File: src/rtl/mux_fade_pkg.sv
// rtl/mux_fade_pkg.sv - shared types and gain scaling rule for the fading source selector
package mux_fade_pkg;

    typedef enum logic [1:0] {
        PASS     = 2'd0,
        FADE_OUT = 2'd1,
        FADE_IN  = 2'd2
    } fade_state_e;

    localparam int FADE_LOG2_DEF = 4;
    localparam int FADE_M        = 1 << FADE_LOG2_DEF;

    function automatic int fade_m(input int fade_log2);
        return 1 << fade_log2;
    endfunction

    // Exact signed product, then floor division by 2**shift; callers keep the low WIDTH bits.
    function automatic logic signed [63:0] gain_scale(
        input logic signed [31:0] sample,
        input logic        [8:0]  g,
        input int                 shift
    );
        logic signed [63:0] prod;
        prod = $signed({{32{sample[31]}}, sample}) * $signed({55'd0, g});
        return prod >>> shift;
    endfunction

endpackage

File: src/rtl/mux_nto1_fade_gain.sv
// rtl/mux_nto1_fade_gain.sv - combinational sample * g / 2**FADE_LOG2 gain stage
module amp_gain_scale
    import mux_fade_pkg::*;
#(
    parameter int WIDTH     = 16,
    parameter int FADE_LOG2 = 4
) (
    input  logic [WIDTH-1:0]   sample,
    input  logic [FADE_LOG2:0] gain,
    output logic [WIDTH-1:0]   scaled
);

    assign scaled = WIDTH'(gain_scale(32'($signed(sample)), 9'(gain), FADE_LOG2));

endmodule

File: src/rtl/mux_nto1_fade.sv
// rtl/mux_nto1_fade.sv - click-free N-channel source selector with per-sample gain ramps
module mux_nto1_fade
    import mux_fade_pkg::*;
#(
    parameter int WIDTH     = 16,
    parameter int N_CH      = 5,
    parameter int SEL_W     = 4,
    parameter int FADE_LOG2 = 4
) (
    input  logic                  clk,
    input  logic                  rst_n,
    input  logic [N_CH*WIDTH-1:0] in_data,
    input  logic                  in_valid,
    input  logic [SEL_W-1:0]      sel,
    output logic [WIDTH-1:0]      out_data,
    output logic                  out_valid,
    output logic                  busy,
    output logic [SEL_W-1:0]      cur_sel
);

    localparam int M  = fade_m(FADE_LOG2);
    localparam int GW = FADE_LOG2 + 1;
    localparam logic [GW-1:0] G_MAX = GW'(M);
    localparam int N_SLOT = 1 << SEL_W;

    fade_state_e      state, state_nxt;
    logic [GW-1:0]    g, g_nxt;
    logic [SEL_W-1:0] cur_nxt;
    logic [SEL_W-1:0] tgt;
    logic             req;
    logic [WIDTH-1:0] src;
    logic [WIDTH-1:0] scaled;
    logic [WIDTH-1:0] chan [N_SLOT];

    // Unused select codes become silent channels so a fade to them acts as a mute.
    for (genvar k = 0; k < N_SLOT; k++) begin : g_chan
        if (k < N_CH) begin : g_real
            assign chan[k] = in_data[k*WIDTH +: WIDTH];
        end else begin : g_mute
            assign chan[k] = '0;
        end
    end

    assign src = chan[cur_sel];

    amp_gain_scale #(
        .WIDTH     (WIDTH),
        .FADE_LOG2 (FADE_LOG2)
    ) u_gain (
        .sample (src),
        .gain   (g),
        .scaled (scaled)
    );

    // A change on sel is latched into tgt and acted on by the FSM one clk later.
    always_ff @(posedge clk or negedge rst_n) begin
        if (!rst_n) begin
            tgt <= '0;
            req <= 1'b0;
        end else begin
            req <= (sel != tgt);
            if (sel != tgt) tgt <= sel;
        end
    end

    always_ff @(posedge clk or negedge rst_n) begin
        if (!rst_n) begin
            state   <= PASS;
            g       <= G_MAX;
            cur_sel <= '0;
            busy    <= 1'b0;
        end else begin
            state   <= state_nxt;
            g       <= g_nxt;
            cur_sel <= cur_nxt;
            busy    <= (state_nxt != PASS);
        end
    end

    // Gain steps follow the current state; a redirecting request wins the next state.
    always_comb begin
        state_nxt = state;
        g_nxt     = g;
        cur_nxt   = cur_sel;
        case (state)
            PASS: begin
                g_nxt = G_MAX;
                if (req && tgt != cur_sel) state_nxt = FADE_OUT;
            end
            FADE_OUT: begin
                if (in_valid) begin
                    if (g != '0) begin
                        g_nxt = g - 1'b1;
                    end else begin
                        cur_nxt   = tgt;
                        g_nxt     = GW'(1);
                        state_nxt = FADE_IN;
                    end
                end
                if (req && tgt == cur_sel) state_nxt = FADE_IN;
            end
            FADE_IN: begin
                if (in_valid) begin
                    if (g != G_MAX) g_nxt = g + 1'b1;
                    else            state_nxt = PASS;
                end
                if (req && tgt != cur_sel) state_nxt = FADE_OUT;
            end
            default: begin
                state_nxt = PASS;
                g_nxt     = G_MAX;
            end
        endcase
    end

    always_ff @(posedge clk or negedge rst_n) begin
        if (!rst_n) begin
            out_data  <= '0;
            out_valid <= 1'b0;
        end else begin
            out_valid <= in_valid;
            if (in_valid) out_data <= scaled;
        end
    end

endmodule

File: config.mk
export PLATFORM = sky130hd
export DESIGN_NAME = mux_nto1_fade
export DESIGN_NICKNAME = d
export VERILOG_FILES = /design/src/rtl/mux_fade_pkg.sv /design/src/rtl/mux_nto1_fade_gain.sv /design/src/rtl/mux_nto1_fade.sv
export SDC_FILE = /design/constraint.sdc
export NUM_CORES = 1
export LEC_CHECK = 0
export BUFFER_PORTS_ARGS = -buffer_cell sky130_fd_sc_hd__buf_2
export CAP_MARGIN = 5
export CORE_MARGIN = 8
export CORE_UTILIZATION = 47
export CTS_CLUSTER_DIAMETER = 60
export CTS_CLUSTER_SIZE = 10
export DETAILED_ROUTE_END_ITERATION = 10
export PLACE_DENSITY_LB_ADDON = 0.12
export SYNTH_ARGS = -nofsm -noshare
export SYNTH_HDL_FRONTEND = slang
export SYNTH_SLANG_ARGS = --single-unit
File: constraint.sdc
create_clock -name clk -period 5.85 [get_ports clk]
set_clock_uncertainty 0.05 [all_clocks]
set_input_delay 1.17 -clock clk [delete_from_list [all_inputs] [get_ports clk]]
set_output_delay 1.17 -clock clk [all_outputs]
set_load 0.05 [all_outputs]
Yosys cells after proc, flatten, opt, wreduce, memory -nomap -nowiden
Cells that the tools add are included.
{ "word_totals": {"regBits": 34, "in_bits": 87, "output_inout_bits": 22, "wordCells": 46} }
{ "op_classes": {"n_addsub": 2, "mul": 1, "order_cmp": 1, "n_eq_ne": 9, "mux": 16, "bitwise": 2, "reduce_logical": 7} }
{ "op_table": {"columns": ["cell", "n"], "rows": [
  ["16-bit binary-select mux with 4-bit select", 1],
  ["16-bit two-way mux", 2],
  ["16-bit by 6-bit multiplier with 20-bit output", 1],
  ["5-bit two-way mux", 4],
  ["2-bit two-way mux", 7],
  ["5-bit one-hot mux with 2 select lines", 1],
  ["4-bit inequality test", 2],
  ["2-bit inequality test, second input constant", 3],
  ["2-bit one-hot mux with 3 select lines", 1],
  ["3-bit AND reduction", 2],
  ["5-bit by 1-bit adder with 5-bit output, second input constant", 1],
  ["5-bit greater-or-equal comparator, second input constant", 1],
  ["5-bit inequality test, second input constant", 1],
  ["4-bit NOT with 5-bit output", 1],
  ["5-bit nonzero test", 1],
  ["5-bit by 1-bit subtractor with 5-bit output, second input constant", 1],
  ["4-bit equality test", 1],
  ["2-bit by 1-bit equality test with 1-bit output, second input constant", 1],
  ["2-bit equality test, second input constant", 1],
  ["1-bit logical AND", 2],
  ["2-bit zero test", 1],
  ["2-bit nonzero test", 1],
  ["1-bit NOT", 1]
]} }

Longest topological paths before layout
Gate-level depths: netlist of the first run.
{ "depth": {"depth_word": 6, "mapped_depth": 19, "ltp_nobuf": 17} }

Cells and area by module
Synthesis of the first run repeated with hierarchy kept, for this count alone.
{ "hier_totals": {"hier_cells": 531, "area_unflattened_um2": 4988.5} }
{ "modules_own_cells": {"columns": ["mod", "n_inst", "cells_each", "area_each_um2", "seq_area_each_um2"], "rows": [
  ["amp_gain_scale", 1, 324, 2691.3, 0.0],
  ["mux_nto1_fade", 1, 207, 2297.2, 852.1]
]} }

Least setup slack after synthesis of the first run
OpenSTA, ideal clock, no wires.
{ "synth_timing": {"kind": "register to register", "from": "register cur_sel[1]", "to": "register out_data[11]", "setup_time_ns": 0.125, "t_arrival_ns": 5.415, "t_required_ns": 5.675, "setup_slack_ns": 0.260, "path_stages_with_launch": 20, "path_buffers": 3, "synth_period_minus_slack_ns": 5.590, "cell_sequence": "dfrtp_1 > clkbuf_1 > clkbuf_1 > mux4_1 > a22oi_1 > nor2_1 > and2_1 > fa_1 > inv_1 > fa_1 > fa_1 > inv_1 > ha_1 > clkbuf_1 > a211oi_1 > o21ai_0 > a31o_2 > a21oi_1 > xnor2_1 > mux2_2"} }
{ "synth_via": {"elab_chain_cells": 5} }
{ "synth_rtl": {"columns": ["item", "line_no", "text"], "rows": [
  ["start: declaration", "mux_nto1_fade.sv:18", "output logic [SEL_W-1:0] cur_sel"],
  ["start signal: assignment", "mux_nto1_fade.sv:75", "cur_sel <= cur_nxt;"],
  ["4-bit NOT with 5-bit output (implied by the code)", "mux_nto1_fade.sv:44", "assign src = chan[cur_sel];"],
  ["16-bit binary-select mux with 4-bit select", "mux_nto1_fade.sv:44", null],
  ["16-bit two-way mux (implied by the code) (2 in a row)", "mux_nto1_fade.sv:44", null],
  ["16-bit by 6-bit multiplier with 20-bit output", "mux_fade_pkg.sv:24", "prod = $signed({{32{sample[31]}}, sample}) * $signed({55'd0, g});"],
  ["end signal: assignment", "mux_nto1_fade.sv:122", "if (in_valid) out_data <= scaled;"],
  ["end: declaration", "mux_nto1_fade.sv:15", "output logic [WIDTH-1:0] out_data,"]
]} }
No other way between the ends. The select of a mux whose other input is x is not followed.
A chain may end at the register's enable or synchronous reset.

Worst setup path in the final report of the first run
{ "layout_timing": {"from": "input port in_data[20]", "to": "register out_data[15]"} }
{ "layout_via": {"elab_chain_cells": 4} }
{ "layout_rtl": {"columns": ["item", "line_no", "text"], "rows": [
  ["start: declaration", "mux_nto1_fade.sv:12", "input logic [N_CH*WIDTH-1:0] in_data,"],
  ["16-bit binary-select mux with 4-bit select", "mux_nto1_fade.sv:44", null],
  ["16-bit two-way mux (implied by the code) (2 in a row)", "mux_nto1_fade.sv:44", null],
  ["16-bit by 6-bit multiplier with 20-bit output", "mux_fade_pkg.sv:24", null]
]} }
No other way between the ends. The select of a mux whose other input is x is not followed.

==> out/results.md, run 1 <==
* completed — status
* 13.0 mm — wire length after detailed routing
* 14.6% — share of power burned in registers
* cur_sel[0] — start of the worst register-to-register path
* 0.181 GHz — Fmax
* 3640 µm² — Multi-input gate area
* 5980 ps — Required @ worst endpoint
* out_data[0] — terminating pin of the worst hold path
* 5 — number of buffers inserted during clock tree synthesis
* 315 ps — minimum setup slack in the final design
* 4940 µm² — mapped cell area
* 0 — post-cts repair resize count
* 2 — number of H-tree levels
* 2 — maximum buffer depth of the clock tree
* 0 — postcts setup bufs
* 5660 µm² — Area after DPL
* 852 µm² — sequential cell area in the final layout
* 109 — # IOs
* 532 nW/µm² — power per cell area
* 0 — residual DRC count
* 552 — Post-Syn Instances
* 10.9 mm — dpl hpwl
* 16.4 µm — wire length per cell
* 118 µm — die height
* 5.48 — ratio of routed vias to standard cells
* 255 — First DRT Iteration DRCs
* out_data[0] — start point of the worst hold path
* 0 — GR Overflow Total
* in -> reg — category of the critical setup timing path
* 0 — antenna violations before repair
* 8.94 µm² — average cell area after synthesis
* 94.6% — post-route clock period utilization
* 100% — FFs w/ async S/R, synth
* 48.0% — initial cell density of the core
* 1 — Worst Hold Depth
* 6 — DRT Pass-1 Iters
* 4593 — number of global-route vias before repair
* 0 ps — sum of negative setup slack
* 18.6% — total routing usage reported by global routing
* primary input — startpoint kind of the worst setup timing path
* 28.5% — adder and majority gate portion of the synthesized area
* 76.6% — combinational share of power
* 0.825 — placer's final routability congestion estimate
* 0 — number of warnings issued by yosys
* adder cells — main combinational cell family by area after synthesis
* 12.1% — Compound-Gate Fraction of Synth Area
* 36 — pin count of the biggest net entering global routing
* 33.4 ps — minimum setup slack after placement
* flop — kind of end point of the critical path
* 0 — number of antenna cells inserted
* reg -> reg — path category of the worst min-delay check
* dfrtp_1 — dominant register cell in the synthesized netlist
* 290 ps — Clock Latency Late Sink
* 24.7% — fraction of final layout cells sized beyond drive strength 1
* 4332 — count of vias placed by the detailed router
* out_data[15] — reg-to-reg critical path endpoint
* 21.9 mm — wire length of the first global-routing pass
* 0 — EDFF count, synth
* 0.238 mV — Peak supply drop
* 978 — Filler Cell Count
* 3090 µW — overall power consumption
* 53.0% — switching power share of the total
* 0 — max cap viols
* 0 — Antenna Violating Nets Remaining
* 34 — post-synthesis register bit count
* 39.5% — worst slew slack as a fraction of its limit
* 1450 µW — cell internal pwr
* 10300 µm² — area of the core
* 8.8% — clock share of power
* 57 — number of distinct standard cells referenced by the synthesized netlist
* 118 µm — horizontal extent of the die
* no — RSZ-0062 raised after global routing
* 4.61% — xor/xnor share of the synthesized area
* 453 ps — final-layout worst hold slack
* 530 ps — reg2reg setup slack
* 0.00284 µW — Leak Pwr
* 80 ps — Clk pin slew, worst setup/hold paths
* 17.6% — simple-gate share of the synthesized area
* 0 — number of hold violations in the final report
* done — CTS tree
* 17.3% — sequential area share after synthesis
* 826 — fin nets
* 5 — maximum fanout along the worst path
* 5660 ps — critical path data arrival time
* 0 — count of pins over their slew limit
* 0 — quantity of hold-fixing buffers added after cts
* 10.8% — multiplexer fraction of the synthesized cell area
* 5800 µm² — final instance area
* 14000 µm² — die area
* 108 — number of port buffers
* 34 — number of clock sinks
* clkbuf_8 — clock root cell
* 17.5% — signed area change from the synthesized netlist to the final layout
* 1630 µW — switching power total
* 894 ps — Worst-Margin Slew
* 724 — net count after synthesis
* 5540 ps — fin crit period
* 17 — cell count of the worst reg-to-reg path
* 37 — row cnt
* 0 — final-report setup violation count
[registers in the layout (all words and copies together) (netlist names)]
signal     count
out_data      16
g              5
cur_sel        4
tgt            4
state          2
busy           1
out_valid      1
req            1
[metrics by stage]
stage | std cells | util [%]
after floorplan | 552 | -
after global placement | 783 | 55.1
after detailed placement | 783 | 55.1
after CTS | 791 | 56.4
after global routing | 791 | 56.4
final | 791 | 56.4
[critical path, cell delays in order]
cell and delay [ps]:
buf_2 90, mux4_1 500, a22oi_1 320, nor2_1 100
and2_1 190, fa_1 490, fa_1 490, inv_1 50
fa_1 520, inv_1 40, ha_1 350, o21ai_0 130
o21ai_0 410, nand3_1 180, a32oi_1 260, xnor2_1 90
mux2_2 260
[routing by layer]
layer | routed length [µm] | global-route usage (%) | vias to the layer above
met1 | 6020 | 23.9 | 2093
li1 | - | - | 2087
met5 | 0 | 0 | -
met2 | 6020 | 31.5 | 142
met4 | 136 | 3.56 | 0
met3 | 797 | 4.19 | 10
[synthesized netlist by cell type, types with 4 or more instances]
library cell / n / area share, %
nor2_1: 36 / 2.7
mux4_1: 6 / 3.2
xnor2_1: 23 / 4.1
mux2_2: 11 / 2.5
o21ai_0: 17 / 1.7
dfrtp_1: 33 / 17
a21oi_1: 17 / 1.7
nand4_1: 4 / 0.51
nand3_1: 9 / 0.91
mux4_2: 10 / 4.6
inv_1: 83 / 6.3
clkbuf_1: 27 / 2.1
a22oi_1: 15 / 2.3
ha_1: 39 / 9.9
nor3_1: 47 / 4.8
and2_1: 30 / 3.8
a21o_1: 8 / 1.2
a31oi_1: 4 / 0.51
nand2_1: 30 / 2.3
fa_1: 46 / 19
[layout make-up]
class	instances	share of cell area [%]
Multi-Input combinational cell	401	62.7
Sequential cell	34	14.7
Timing Repair Buffer	127	11.8
Inverter	85	5.50
Tap cell	136	2.93
Clock buffer	5	1.19
Clock inverter	3	1.19
[worst max path at each step]
stage / start / to / slack [ps] / cells after the start
2_1_floorplan: cur_sel[1] / out_data[11] / 260 / 19
3_3_place_gp: in_data[20] / out_data[10] / 100 / 17
3_5_place_dp: in_data[52] / out_data[15] / 30 / 17
4_1_cts: in_data[52] / out_data[15] / 340 / 17
5_1_grt: in_data[52] / out_data[15] / 6 / 17
6_report: in_data[20] / out_data[15] / 310 / 17
[cells by family (layout without fill, tap and decap cells)]
group,count (synthesis),count (layout)
AOI/OAI and AO/OA,88,88
adders and majority gates,85,85
xor gates and xnor gates,26,26
and+or+nand+nor,173,173
buffers and inverters,117,220
muxes,29,29
DFF,34,34
[power by group through the flow]
| stage | sequential [µW] | combinational, µW | clock, µW |
|---|---|---|---|
| 2_1_floorplan | 607 | 1590 | 0 |
| 3_3_place_gp | 455 | 2330 | 0 |
| 3_5_place_dp | 458 | 2370 | 0 |
| 4_1_cts | 453 | 2380 | 274 |
| 5_1_grt | 468 | 2640 | 287 |
| 6_report | 451 | 2360 | 271 |
[cells in the final DEF, fill, tap and decap left out, drive strengths merged, types with 3 or more instances in the layout]
cell type / count
a211oi: 4
a21o: 8
a21oi: 17
a22oi: 15
a31oi: 4
and2: 30
buf: 127
clkbuf: 5
clkinv: 3
dfrtp: 33
fa: 46
ha: 39
inv: 83
mux2: 12
mux4: 16
nand2: 30
nand3: 9
nand4: 4
nor2: 36
nor3: 47
nor3b: 3
o211ai: 3
o21a: 3
o21ai: 17
or3: 3
xnor2: 23
xor2: 3
(Power assumes the default switching activity.)
==> run 2, diff against run 1 <==
Settings changed: CORE_MARGIN 8 to 4, CORE_UTILIZATION 47 to 45.
==> run 2 against run 1 <==
Final cell count shrank 0.13%. Non-clock buffer count shrank 1. Critical path type unchanged. Sequential power shrank 2%. Clock power shrank 31%. Largest cell class unchanged. First-iteration DRC count shrank 22%. Cell area shrank 0.65%. Sequential cell count is the same. Fmax shrank 0.20%.
==> out/results.md, run 2 (synthesized netlist as in run 1, its figures left out) <==
* completed — status, unchanged
* 113 µm — horizontal extent of the die, was 118 µm
* 54.3% — switching power share of the total, was 53.0%
* 14.8% — share of power burned in registers, was 14.6%
* 5550 ps — fin crit period, was 5540 ps
* 0 — max cap viols, unchanged
* 37 — row cnt, unchanged
* 521 nW/µm² — power per cell area, was 532 nW/µm²
* reg -> reg — path category of the worst min-delay check, unchanged
* clkbuf_8 — clock root cell, unchanged
* 0 — quantity of hold-fixing buffers added after cts, unchanged
* 5.45 — ratio of routed vias to standard cells, was 5.48
* 3000 µW — overall power consumption, was 3090 µW
* buf_2, inv_1, nor3_1 — most frequent cells in the layout, unchanged
* 12.6 mm — wire length after detailed routing, was 13.0 mm
* 520 ps — largest stage delay on the critical path, about the same
* 4307 — count of vias placed by the detailed router, was 4332
* 80 ps — Clk pin slew, worst setup/hold paths, about the same
* done — CTS tree, unchanged
* 0.00282 µW — Leak Pwr, was 0.00284 µW
* 0 ps — sum of negative setup slack, unchanged
* 0.180 GHz — Fmax, was 0.181 GHz
* flop — kind of end point of the critical path, unchanged
* 34 — number of clock sinks, unchanged
* 79.0% — combinational share of power, was 76.6%
* 21.4 mm — wire length of the first global-routing pass, was 21.9 mm
* 1630 µW — switching power total, about the same
* 58 — pin count of the biggest net entering global routing, was 36
* 6.2% — clock share of power, was 8.8%
* adder cells — cell family contributing the most delay on the critical path, unchanged
* 7 — DRT Pass-1 Iters, was 6
* 5 — number of buffers inserted during clock tree synthesis, unchanged
* 38.7% — worst slew slack as a fraction of its limit, was 39.5%
* 20.3% — total routing usage reported by global routing, was 18.6%
* 47.0% — initial cell density of the core, was 48.0%
* primary input — startpoint kind of the worst setup timing path, unchanged
* 5970 ps — Required @ worst endpoint, was 5980 ps
* out_data (16), g (5) — Top Registers, unchanged
* 109 — # IOs, unchanged
* 907 ps — Worst-Margin Slew, was 894 ps
* 0 — antenna violations before repair, unchanged
* 2 — number of H-tree levels, unchanged
* 94.8% — post-route clock period utilization, was 94.6%
* 0 — final-report setup violation count, unchanged
* 16 — flip-flop count of the largest register, all copies and words added, unchanged
* 24.6% — fraction of final layout cells sized beyond drive strength 1, was 24.7%
* 5670 ps — critical path data arrival time, was 5660 ps
* 10.5 mm — dpl hpwl, was 10.9 mm
* 3 — Buf+Inv Stages, Crit Path, unchanged
* 198 — First DRT Iteration DRCs, was 255
* 4508 — number of global-route vias before repair, was 4593
* 0.913 — placer's final routability congestion estimate, was 0.825
* 113 µm — die height, was 118 µm
* 0 — Antenna Violating Nets Remaining, unchanged
* 0 — postcts setup bufs, unchanged
* 108 — number of port buffers, unchanged
* fa_1 — cell seen most often among critical-path stages, unchanged
* 290 ps — Clock Latency Late Sink, about the same
* 2 — maximum buffer depth of the clock tree, unchanged
* 825 — fin nets, was 826
* 12700 µm² — die area, was 14000 µm²
* 0 — number of hold violations in the final report, unchanged
* buf_2 — most frequent standard cell in the layout excluding fill and tap cells, unchanged
* 0 — number of antenna cells inserted, unchanged
* 16.7% — signed area change from the synthesized netlist to the final layout, was 17.5%
* out_data — Largest Register, unchanged
* 0 — count of pins over their slew limit, unchanged
* in -> reg — category of the critical setup timing path, unchanged
* no — RSZ-0062 raised after global routing, unchanged
* 10500 µm² — area of the core, was 10300 µm²
* 0 — GR Overflow Total, unchanged
* 510 ps — reg2reg setup slack, was 530 ps
* 5 — maximum fanout along the worst path, unchanged
* 0 — post-cts repair resize count, unchanged
* 0.269 mV — Peak supply drop, was 0.238 mV
* 0 — residual DRC count, unchanged
* fa_1 — slowest cell on the critical path, unchanged
* buf_2 > mux4_1 > a22oi_1 > nor2_1 > and2_1 > fa_1 > fa_1 > inv_1 > fa_1 > inv_1 > ha_1 > o21ai_0 > o21ai_0 > nand3_1 > a32oi_1 > xnor2_1 > mux2_2 — sequence of cells on the critical path, unchanged
* 16.0 µm — wire length per cell, was 16.4 µm
* 1370 µW — cell internal pwr, was 1450 µW
==> run 2: changes by cell type in the layout (fill, tap and decap cells not counted), sizes merged <==
cell / delta
buf: -1
bufinv: -2
clkbuf: +1
clkinvlp: +1
==> run 2: metal layers <==
metal	up-vias	track usage, %	routed length, µm	part of all wire, %
met5	-	0	0	0
li1	2088	-	-	-
met3	17	3.26	836	6.6
met1	2039	27.6	5750	45
met2	163	34.0	5850	46
met4	0	5.21	209	1.7
==> run 2: final timing paths <==
kind	from	to	cells after the start
max reg2reg	cur_sel[1]	out_data[15]	16
min	out_data[3]	out_data[3]	1
min in group asynchronous	rst_n	out_data[8]	1
max	in_data[36]	out_data[15]	17
max in group asynchronous	rst_n	cur_sel[3]	1
min reg2reg	out_data[3]	out_data[3]	1
==> run 2: layout make-up <==
cell class	instances	area, µm²
fill	1005	4750
timing repair buffer	126	688
clock buffer	6	82.6
tap	136	170
inverter	85	319
multi-input combinational	401	3640
sequential	34	852
clock inverter	2	12.5
==> run 2: power by group through the flow <==
stage / combinational [µW] / clock (µW) / sequential (µW)
2_1_floorplan: 1590 / 0 / 607
3_3_place_gp: 2350 / 0 / 443
3_5_place_dp: 2380 / 0 / 447
4_1_cts: 2390 / 191 / 444
5_1_grt: 2670 / 206 / 460
6_report: 2370 / 187 / 443
==> run 2: stage by stage <==
stage,worst slack (ps),std cells,hold WS [ps],util (%),instance area (µm²)
floorplan,260,552,470,-,4940
global placement,98.1,782,424,53.9,5670
CTS,336,790,445,54.8,5760
finish,304,790,441,54.8,5760
global route,36.8,790,483,54.8,5760
detailed placement,31.3,782,422,53.9,5670
